===== src/rtl/checkers_pkg.sv =====
// Shared constants for the checkers VGA display: 640x480@60 timing, palette,
// per-square piece field layout and legal-move slot layout.
package checkers_pkg;

  typedef logic [9:0] cnt_t;
  typedef logic [23:0] rgb_t;

  localparam cnt_t H_ACTIVE     = 10'd640;
  localparam cnt_t H_FP         = 10'd16;
  localparam cnt_t H_SYNC       = 10'd96;
  localparam cnt_t H_BP         = 10'd48;
  localparam cnt_t H_TOTAL      = H_ACTIVE + H_FP + H_SYNC + H_BP;
  localparam cnt_t H_LAST       = H_TOTAL - 10'd1;
  localparam cnt_t H_SYNC_START = H_ACTIVE + H_FP;
  localparam cnt_t H_SYNC_END   = H_SYNC_START + H_SYNC - 10'd1;

  localparam cnt_t V_ACTIVE     = 10'd480;
  localparam cnt_t V_FP         = 10'd10;
  localparam cnt_t V_SYNC       = 10'd2;
  localparam cnt_t V_BP         = 10'd33;
  localparam cnt_t V_TOTAL      = V_ACTIVE + V_FP + V_SYNC + V_BP;
  localparam cnt_t V_LAST       = V_TOTAL - 10'd1;
  localparam cnt_t V_SYNC_START = V_ACTIVE + V_FP;
  localparam cnt_t V_SYNC_END   = V_SYNC_START + V_SYNC - 10'd1;

  localparam int unsigned PIECE_PRESENT = 2;
  localparam int unsigned PIECE_RED     = 1;
  localparam int unsigned PIECE_KING    = 0;
  localparam int unsigned PIECE_W       = 3;
  localparam int unsigned N_SQUARES     = 64;
  localparam int unsigned LEGAL_SLOT_W  = 7;
  localparam int unsigned N_LEGAL       = 4;

  localparam rgb_t COL_BLACK  = 24'h000000;
  localparam rgb_t COL_CURSOR = 24'hFFFF00;
  localparam rgb_t COL_KING   = 24'hFFD700;
  localparam rgb_t COL_RED    = 24'hFF0000;
  localparam rgb_t COL_WHITE  = 24'hFFFFFF;
  localparam rgb_t COL_LEGAL  = 24'h00A000;
  localparam rgb_t COL_DARK   = 24'h804000;
  localparam rgb_t COL_LIGHT  = 24'hF0D9B5;

endpackage


===== src/rtl/vga_timing_gen.sv =====
// Pixel-tick divider plus 800x525 raster counters; derives raw syncs, active
// video and the once-per-frame snapshot strobe at the start of line 480.
module vga_timing_gen
  import checkers_pkg::*;
#(
  parameter int unsigned CLK_DIV = 2
) (
  input  logic clk,
  input  logic rst,
  output logic pix_en_o,
  output cnt_t h_o,
  output cnt_t v_o,
  output logic hs_o,
  output logic vs_o,
  output logic active_o,
  output logic frame_start_o
);

  localparam int unsigned DIV_W = (CLK_DIV > 1) ? $clog2(CLK_DIV) : 1;

  logic [DIV_W-1:0] div_q, div_d;
  cnt_t h_q, h_d, v_q, v_d;

  always_comb begin
    pix_en_o = (div_q == '0);
    div_d    = pix_en_o ? DIV_W'(CLK_DIV - 1) : div_q - DIV_W'(1);
    h_d      = h_q;
    v_d      = v_q;
    if (pix_en_o) begin
      h_d = (h_q == H_LAST) ? '0 : h_q + 10'd1;
      if (h_q == H_LAST) v_d = (v_q == V_LAST) ? '0 : v_q + 10'd1;
    end
  end

  always_ff @(posedge clk or negedge rst) begin
    if (!rst) begin
      div_q <= '0;
      h_q   <= '0;
      v_q   <= '0;
    end else begin
      div_q <= div_d;
      h_q   <= h_d;
      v_q   <= v_d;
    end
  end

  assign h_o           = h_q;
  assign v_o           = v_q;
  assign hs_o          = !((h_q >= H_SYNC_START) && (h_q <= H_SYNC_END));
  assign vs_o          = !((v_q >= V_SYNC_START) && (v_q <= V_SYNC_END));
  assign active_o      = (h_q < H_ACTIVE) && (v_q < V_ACTIVE);
  assign frame_start_o = pix_en_o && (h_q == '0) && (v_q == V_ACTIVE);

endmodule


===== src/rtl/board_vga_renderer.sv =====
// Draws the checkers board, pieces, legal-move hints and cursor from a per-frame
// snapshot of the game state; two-stage pixel pipeline with syncs delayed to match.
module board_vga_renderer
  import checkers_pkg::*;
#(
  parameter int unsigned CLK_DIV  = 2,
  parameter int unsigned SQ_SIZE  = 48,
  parameter int unsigned BOARD_X0 = 128,
  parameter int unsigned BOARD_Y0 = 48,
  parameter int unsigned PIECE_R2 = 324,
  parameter int unsigned KING_R2  = 64
) (
  input  logic                              clk,
  input  logic                              rst,
  input  logic [N_SQUARES*PIECE_W-1:0]      serialized_board,
  input  logic [N_LEGAL*LEGAL_SLOT_W-1:0]   legal_move,
  input  logic [5:0]                        cursor_loc,
  output logic [7:0]                        vga_r,
  output logic [7:0]                        vga_g,
  output logic [7:0]                        vga_b,
  output logic                              vga_hs,
  output logic                              vga_vs,
  output logic                              vga_blank_n,
  output logic                              vga_sync_n,
  output logic                              vga_clk,
  output logic                              frame_start
);

  localparam int unsigned SQ_W = $clog2(SQ_SIZE);
  localparam int unsigned D2_W = 2 * SQ_W + 1;
  localparam logic [SQ_W-1:0] SQ_LAST = SQ_W'(SQ_SIZE - 1);
  localparam logic [SQ_W-1:0] SQ_HALF = SQ_W'(SQ_SIZE / 2);
  localparam logic [SQ_W-1:0] EDGE_LO = SQ_W'(3);
  localparam logic [SQ_W-1:0] EDGE_HI = SQ_W'(SQ_SIZE - 3);
  localparam logic [D2_W-1:0] KING_LIM  = D2_W'(KING_R2);
  localparam logic [D2_W-1:0] PIECE_LIM = D2_W'(PIECE_R2);
  localparam cnt_t X0    = cnt_t'(BOARD_X0);
  localparam cnt_t X_PRE = cnt_t'(BOARD_X0 - 1);
  localparam cnt_t X_END = cnt_t'(BOARD_X0 + 8 * SQ_SIZE);
  localparam cnt_t Y0    = cnt_t'(BOARD_Y0);
  localparam cnt_t Y_END = cnt_t'(BOARD_Y0 + 8 * SQ_SIZE);

  typedef struct packed {
    logic            active;
    logic            board;
    logic            cursor;
    logic            present;
    logic            red;
    logic            king;
    logic [D2_W-1:0] d2;
    logic            legal;
    logic            dark;
    logic            hs;
    logic            vs;
  } s1_t;

  logic pix_en, hs_raw, vs_raw, active_raw, fs;
  cnt_t h, v, v_next;

  vga_timing_gen #(.CLK_DIV(CLK_DIV)) u_timing (
    .clk           (clk),
    .rst           (rst),
    .pix_en_o      (pix_en),
    .h_o           (h),
    .v_o           (v),
    .hs_o          (hs_raw),
    .vs_o          (vs_raw),
    .active_o      (active_raw),
    .frame_start_o (fs)
  );

  logic [N_SQUARES*PIECE_W-1:0]    snap_board_q;
  logic [N_LEGAL*LEGAL_SLOT_W-1:0] snap_legal_q;
  logic [5:0]                      snap_cursor_q;

  logic [SQ_W-1:0] sq_px_q, sq_px_d, sq_py_q, sq_py_d;
  logic [2:0]      col_q, col_d, row_q, row_d;

  // Square position follows the raster incrementally, re-synced at the board's left/top edge.
  always_comb begin
    sq_px_d = sq_px_q;
    col_d   = col_q;
    sq_py_d = sq_py_q;
    row_d   = row_q;
    v_next  = (v == V_LAST) ? '0 : v + 10'd1;
    if (pix_en) begin
      if (h == X_PRE) begin
        sq_px_d = '0;
        col_d   = '0;
      end else if (sq_px_q == SQ_LAST) begin
        sq_px_d = '0;
        col_d   = col_q + 3'd1;
      end else begin
        sq_px_d = sq_px_q + SQ_W'(1);
      end
      if (h == H_LAST) begin
        if (v_next == Y0) begin
          sq_py_d = '0;
          row_d   = '0;
        end else if (sq_py_q == SQ_LAST) begin
          sq_py_d = '0;
          row_d   = row_q + 3'd1;
        end else begin
          sq_py_d = sq_py_q + SQ_W'(1);
        end
      end
    end
  end

  logic [2:0]              bx, by;
  logic [5:0]              sq_idx;
  logic [PIECE_W-1:0]      sq_bits;
  logic [LEGAL_SLOT_W-1:0] slot;
  logic [SQ_W-1:0]         adx, ady;
  logic                    border;
  s1_t                     s1_q, s1_d;

  always_comb begin
    bx      = col_q;
    by      = 3'd7 - row_q;
    sq_idx  = {bx, by};
    sq_bits = snap_board_q[int'(sq_idx) * PIECE_W +: PIECE_W];
    adx     = (sq_px_q >= SQ_HALF) ? sq_px_q - SQ_HALF : SQ_HALF - sq_px_q;
    ady     = (sq_py_q >= SQ_HALF) ? sq_py_q - SQ_HALF : SQ_HALF - sq_py_q;
    border  = (sq_px_q < EDGE_LO) || (sq_px_q >= EDGE_HI) ||
              (sq_py_q < EDGE_LO) || (sq_py_q >= EDGE_HI);
    slot    = '0;
    s1_d    = '0;
    s1_d.active  = active_raw;
    s1_d.board   = active_raw && (h >= X0) && (h < X_END) && (v >= Y0) && (v < Y_END);
    s1_d.cursor  = border && (snap_cursor_q == sq_idx);
    s1_d.present = sq_bits[PIECE_PRESENT];
    s1_d.red     = sq_bits[PIECE_RED];
    s1_d.king    = sq_bits[PIECE_KING];
    s1_d.d2      = D2_W'(adx) * D2_W'(adx) + D2_W'(ady) * D2_W'(ady);
    for (int k = 0; k < N_LEGAL; k++) begin
      slot = snap_legal_q[k * LEGAL_SLOT_W +: LEGAL_SLOT_W];
      if (slot[LEGAL_SLOT_W-1] && (slot[5:0] == sq_idx)) s1_d.legal = 1'b1;
    end
    s1_d.dark = !(bx[0] ^ by[0]);
    s1_d.hs   = hs_raw;
    s1_d.vs   = vs_raw;
  end

  rgb_t rgb_q, rgb_d;
  logic hs_q, vs_q, blank_n_q, vga_clk_q;

  always_comb begin
    rgb_d = COL_BLACK;
    if (!s1_q.board)                                          rgb_d = COL_BLACK;
    else if (s1_q.cursor)                                     rgb_d = COL_CURSOR;
    else if (s1_q.present && s1_q.king && s1_q.d2 <= KING_LIM) rgb_d = COL_KING;
    else if (s1_q.present && s1_q.d2 <= PIECE_LIM)            rgb_d = s1_q.red ? COL_RED : COL_WHITE;
    else if (s1_q.legal)                                      rgb_d = COL_LEGAL;
    else                                                      rgb_d = s1_q.dark ? COL_DARK : COL_LIGHT;
  end

  always_ff @(posedge clk or negedge rst) begin
    if (!rst) begin
      snap_board_q  <= '0;
      snap_legal_q  <= '0;
      snap_cursor_q <= '0;
      sq_px_q       <= '0;
      col_q         <= '0;
      sq_py_q       <= '0;
      row_q         <= '0;
      s1_q          <= '0;
      s1_q.hs       <= 1'b1;
      s1_q.vs       <= 1'b1;
      rgb_q         <= '0;
      hs_q          <= 1'b1;
      vs_q          <= 1'b1;
      blank_n_q     <= 1'b0;
      vga_clk_q     <= 1'b0;
    end else begin
      if (fs) begin
        snap_board_q  <= serialized_board;
        snap_legal_q  <= legal_move;
        snap_cursor_q <= cursor_loc;
      end
      sq_px_q   <= sq_px_d;
      col_q     <= col_d;
      sq_py_q   <= sq_py_d;
      row_q     <= row_d;
      vga_clk_q <= pix_en;
      if (pix_en) begin
        s1_q      <= s1_d;
        rgb_q     <= rgb_d;
        hs_q      <= s1_q.hs;
        vs_q      <= s1_q.vs;
        blank_n_q <= s1_q.active;
      end
    end
  end

  assign {vga_r, vga_g, vga_b} = rgb_q;
  assign vga_hs      = hs_q;
  assign vga_vs      = vs_q;
  assign vga_blank_n = blank_n_q;
  assign vga_sync_n  = 1'b0;
  assign vga_clk     = vga_clk_q;
  assign frame_start = fs;

endmodule

===== config.mk =====
export PLATFORM = sky130hd
export DESIGN_NAME = board_vga_renderer
export DESIGN_NICKNAME = d
export VERILOG_FILES = /design/src/rtl/checkers_pkg.sv /design/src/rtl/vga_timing_gen.sv /design/src/rtl/board_vga_renderer.sv
export SDC_FILE = /design/constraint.sdc
export NUM_CORES = 1
export LEC_CHECK = 0
export CELL_PAD_IN_SITES_DETAIL_PLACEMENT = 0
export CELL_PAD_IN_SITES_GLOBAL_PLACEMENT = 2
export CORE_ASPECT_RATIO = 0.75
export CORE_MARGIN = 2
export CORE_UTILIZATION = 34
export CTS_BUF_LIST = sky130_fd_sc_hd__clkbuf_8
export DETAILED_ROUTE_END_ITERATION = 6
export GPL_ROUTABILITY_DRIVEN = 0
export PLACE_DENSITY_LB_ADDON = 0.1
export RECOVER_POWER = 100
export SLEW_MARGIN = 20
export SYNTH_ARGS = -nofsm -noshare
export SYNTH_HDL_FRONTEND = slang
export SYNTH_SLANG_ARGS = --single-unit

===== constraint.sdc =====
create_clock -name clk -period 5.6 [get_ports clk]
set_input_delay 1.4 -clock clk [delete_from_list [all_inputs] [get_ports clk]]
set_output_delay 1.4 -clock clk [all_outputs]
set_load 0.005 [all_outputs]

==> out/qor.txt <==
Yosys top cell area share - 46.0%
min Tclk post-route - 5.37 ns
cell row count - 69
via count - 10900
nets - 1882
die area - 0.0495 mm²
fillcell total - 4479
Worst Skew - 0.0353 ns
worst hold slack - 0.475 ns
setup violators final - 0
R2R Path End - s1_q[14]
top cell type by total area after synthesis - dfrtp_1
DRC violations left - 0
total CTS buffers - 53
Core Area - 0.0472 mm²
H-tree depth - 2
P_leak - 9.64 nW
final setup margin - 0.235 ns
arrival time at the worst endpoint - 5.85 ns
Final Hold Viols - 0
Max-Slew Margin vs Limit - -143%
I/O pins - 258
die height - 193 µm
Synth Warn # - 0
element type at the critical path start - flip-flop
Post-Syn Area - 0.0162 mm²
CTS tree - built
number of global-route vias before repair - 11600
hold depth - 2
post-layout instance area - 0.0206 mm²
first-pass GRT wire length - 69800 µm
clk_lat worst skew - 0.65 ns
hold path startpoint - s1_q[1]
FMAX - 0.186 GHz
Final Routed Wirelength - 44700 µm
Worst setup EP type - flip-flop
most common cell after layout, fill and taps aside - dfrtp_1
CTS max path bufs - 3
initial core utilization - 34.3%
violated checks - capacitance limit, slew limit
met1 Resource Use GR - 26.1%
remaining antenna violation count - 0
Req. time, crit path - 6.09 ns
crit share post-route - 95.8%
largest net degree at the start of global routing - 140
Mapped Cells - 1308
Primary FF master, synth - dfrtp_1
met2 usage - 28.4%
dominant cells by area after synthesis - dfrtp_1 46%, mux2_2 16%, mux4_2 6.3%, fa_1 4.2%, ha_1 3.5%
crit path max fanout - 5
global route hottest layer - met2
Overflow after GRT - 0
Post-DP HPWL - 32300 µm
Worst Setup Path Type - reg -> reg
initial antenna violation count - 6
Seq/Total Area, Yosys - 46.7%
area post-placement - 0.0194 mm²
drt initial violations - 580
Vias/cell - 4.83
Place WS - -0.0546 ns
Max Cap Viol - 6
class of the worst hold path - reg -> reg
Synth Net Count - 1615
Die Wd - 256 µm
number of synthesized register bits - 302
post-synthesis cell type count - 60
PwrDens - 221 mW/mm²
Setup TNS Final - 0 ns
syn avg cell area - 12.4 µm²
wire per inst - 19.8 µm
Reg clk slew, reported paths - 0.06 ns
flop2flop setup slack - 0.23 ns
fraction of registers with async set/reset - 100%
WHS Endpoint - s1_q[1]
met3 GRT Util - 4.55%
fraction of layout cells with a size suffix above 1 - 27.6%
commonest cells after routing, fill and taps aside - 292 x dfrtp_1, 234 x mux2_2, 226 x clkdlybuf4s50_1
RSZ-0062 raised after global routing - true
EDFF count, synth - 0
Clock Sinks - 302
Total GRT Usage - 18.5%
Area Overhead vs Synth - 27.3%
Slew Limit Fails - 439
Port Buf Inserts - 256
Reg-to-Reg Start - sq_py_q[0]
reg2reg path depth - 19
Slew @ Worst Pin - 3.64 ns
VDD IR max - 0.149 mV
outcome - finished, violations left
Root Buffer - clkbuf_8
total iterations of the first detailed-routing run - 5
-- layer usage --
| metal | share of wire (%) | wire [µm] |
|---|---|---|
| met1 | 49 | 21900 |
| met2 | 44 | 19700 |
| met3 | 5.1 | 2260 |
| met4 | 1.7 | 764 |
| met5 | 0.098 | 44 |
-- critical path, cell delays in order, from the launching register on --
cell and delay (ns):
dfrtp_1 0.42, or3_4 0.40, a22oi_2 0.15, inv_1 0.08
or2_4 0.27, fa_1 0.52, fa_1 0.54, inv_1 0.06
fa_1 0.53, inv_1 0.06, fa_1 0.56, fa_1 0.44
buf_4 0.15, fa_2 0.38, nor2b_1 0.14, o21ai_2 0.08
a21oi_2 0.14, a211oi_1 0.07, xnor2_1 0.14, o21ai_0 0.08
-- worst max path at each step --
stage / cells past startpoint / from / slack, ns / endpoint
after floorplan: 20 / sq_py_q[2] / 0.02 / s1_q[13]
after global placement: 22 / sq_py_q[1] / 0.04 / s1_q[15]
after detailed placement: 20 / sq_py_q[1] / -0.05 / s1_q[16]
after CTS: 17 / sq_py_q[0] / 0.03 / s1_q[16]
after global routing: 19 / sq_py_q[0] / -0.04 / s1_q[14]
final: 19 / sq_py_q[0] / 0.23 / s1_q[14]
-- per-stage QoR --
stage          std cells  power, mW  util, %
3_5_place_dp        2157       2.44     41.2
5_1_grt             2259       4.78     43.7
2_1_floorplan       1308       2.22        -
4_1_cts             2254       4.67     43.6
3_3_place_gp        2157       2.44     41.2
6_report            2261       4.57     43.7
-- cell usage after synthesis, drive strengths merged (29+ instances only) --
cell type    n
fa          34
nand2       65
mux4        45
xnor2       29
xor2        29
o21ai       42
dfrtp      298
ha          45
inv         85
buf         62
nor2        60
mux2       234
-- final cells by class --
type	count	area (µm²)	area share, %
repair buffers	302	2890	14.0
clock inverters	30	206	1.00
diodes	5	12.5	0.0607
inverters	85	319	1.55
well taps	639	800	3.88
clock buffers	67	922	4.47
multi-input cells	831	7910	38.3
flip-flops and latches	302	7570	36.7
-- logic make-up after synthesis --
family	after synthesis	share of synthesized area, %
buf+inv	175	5.08
xor+xnor	58	3.13
mux	300	23.8
fa+ha+maj	79	7.67
simple gates	242	7.40
flops	302	46.7
compound gates	151	6.23
other cells	1	0.0231
-- flip-flops by register name, indices dropped and copies added, names as in the netlist --
name           flops
vga_vs             1
u_timing.h_o      10
sq_px_q            6
vga_clk            1
sq_py_q            6
snap_legal_q      28
s1_q              23
snap_cursor_q      6
rgb_q             11
snap_board_q     192
row_q              3
bx                 3
u_timing.v_o      10
vga_hs             1
vga_blank_n        1
-- report_power, final --
group	leakage [nW]	switching, mW	internal, mW
Clock	0.637	0.998	1.18
Combinational	4.86	0.0675	0.140
Sequential	4.14	0	2.18
Total	9.64	1.07	3.50
-- what timing repair did --
action / in CTS / in global routing
pin swaps: 0 / 7
endpoints found under the setup margin: 3 / 6
hold buffers: 0 / 0
resized for setup: 3 / 25
buffers inserted: 0 / 2
Power figures use the tool's default switching activity.
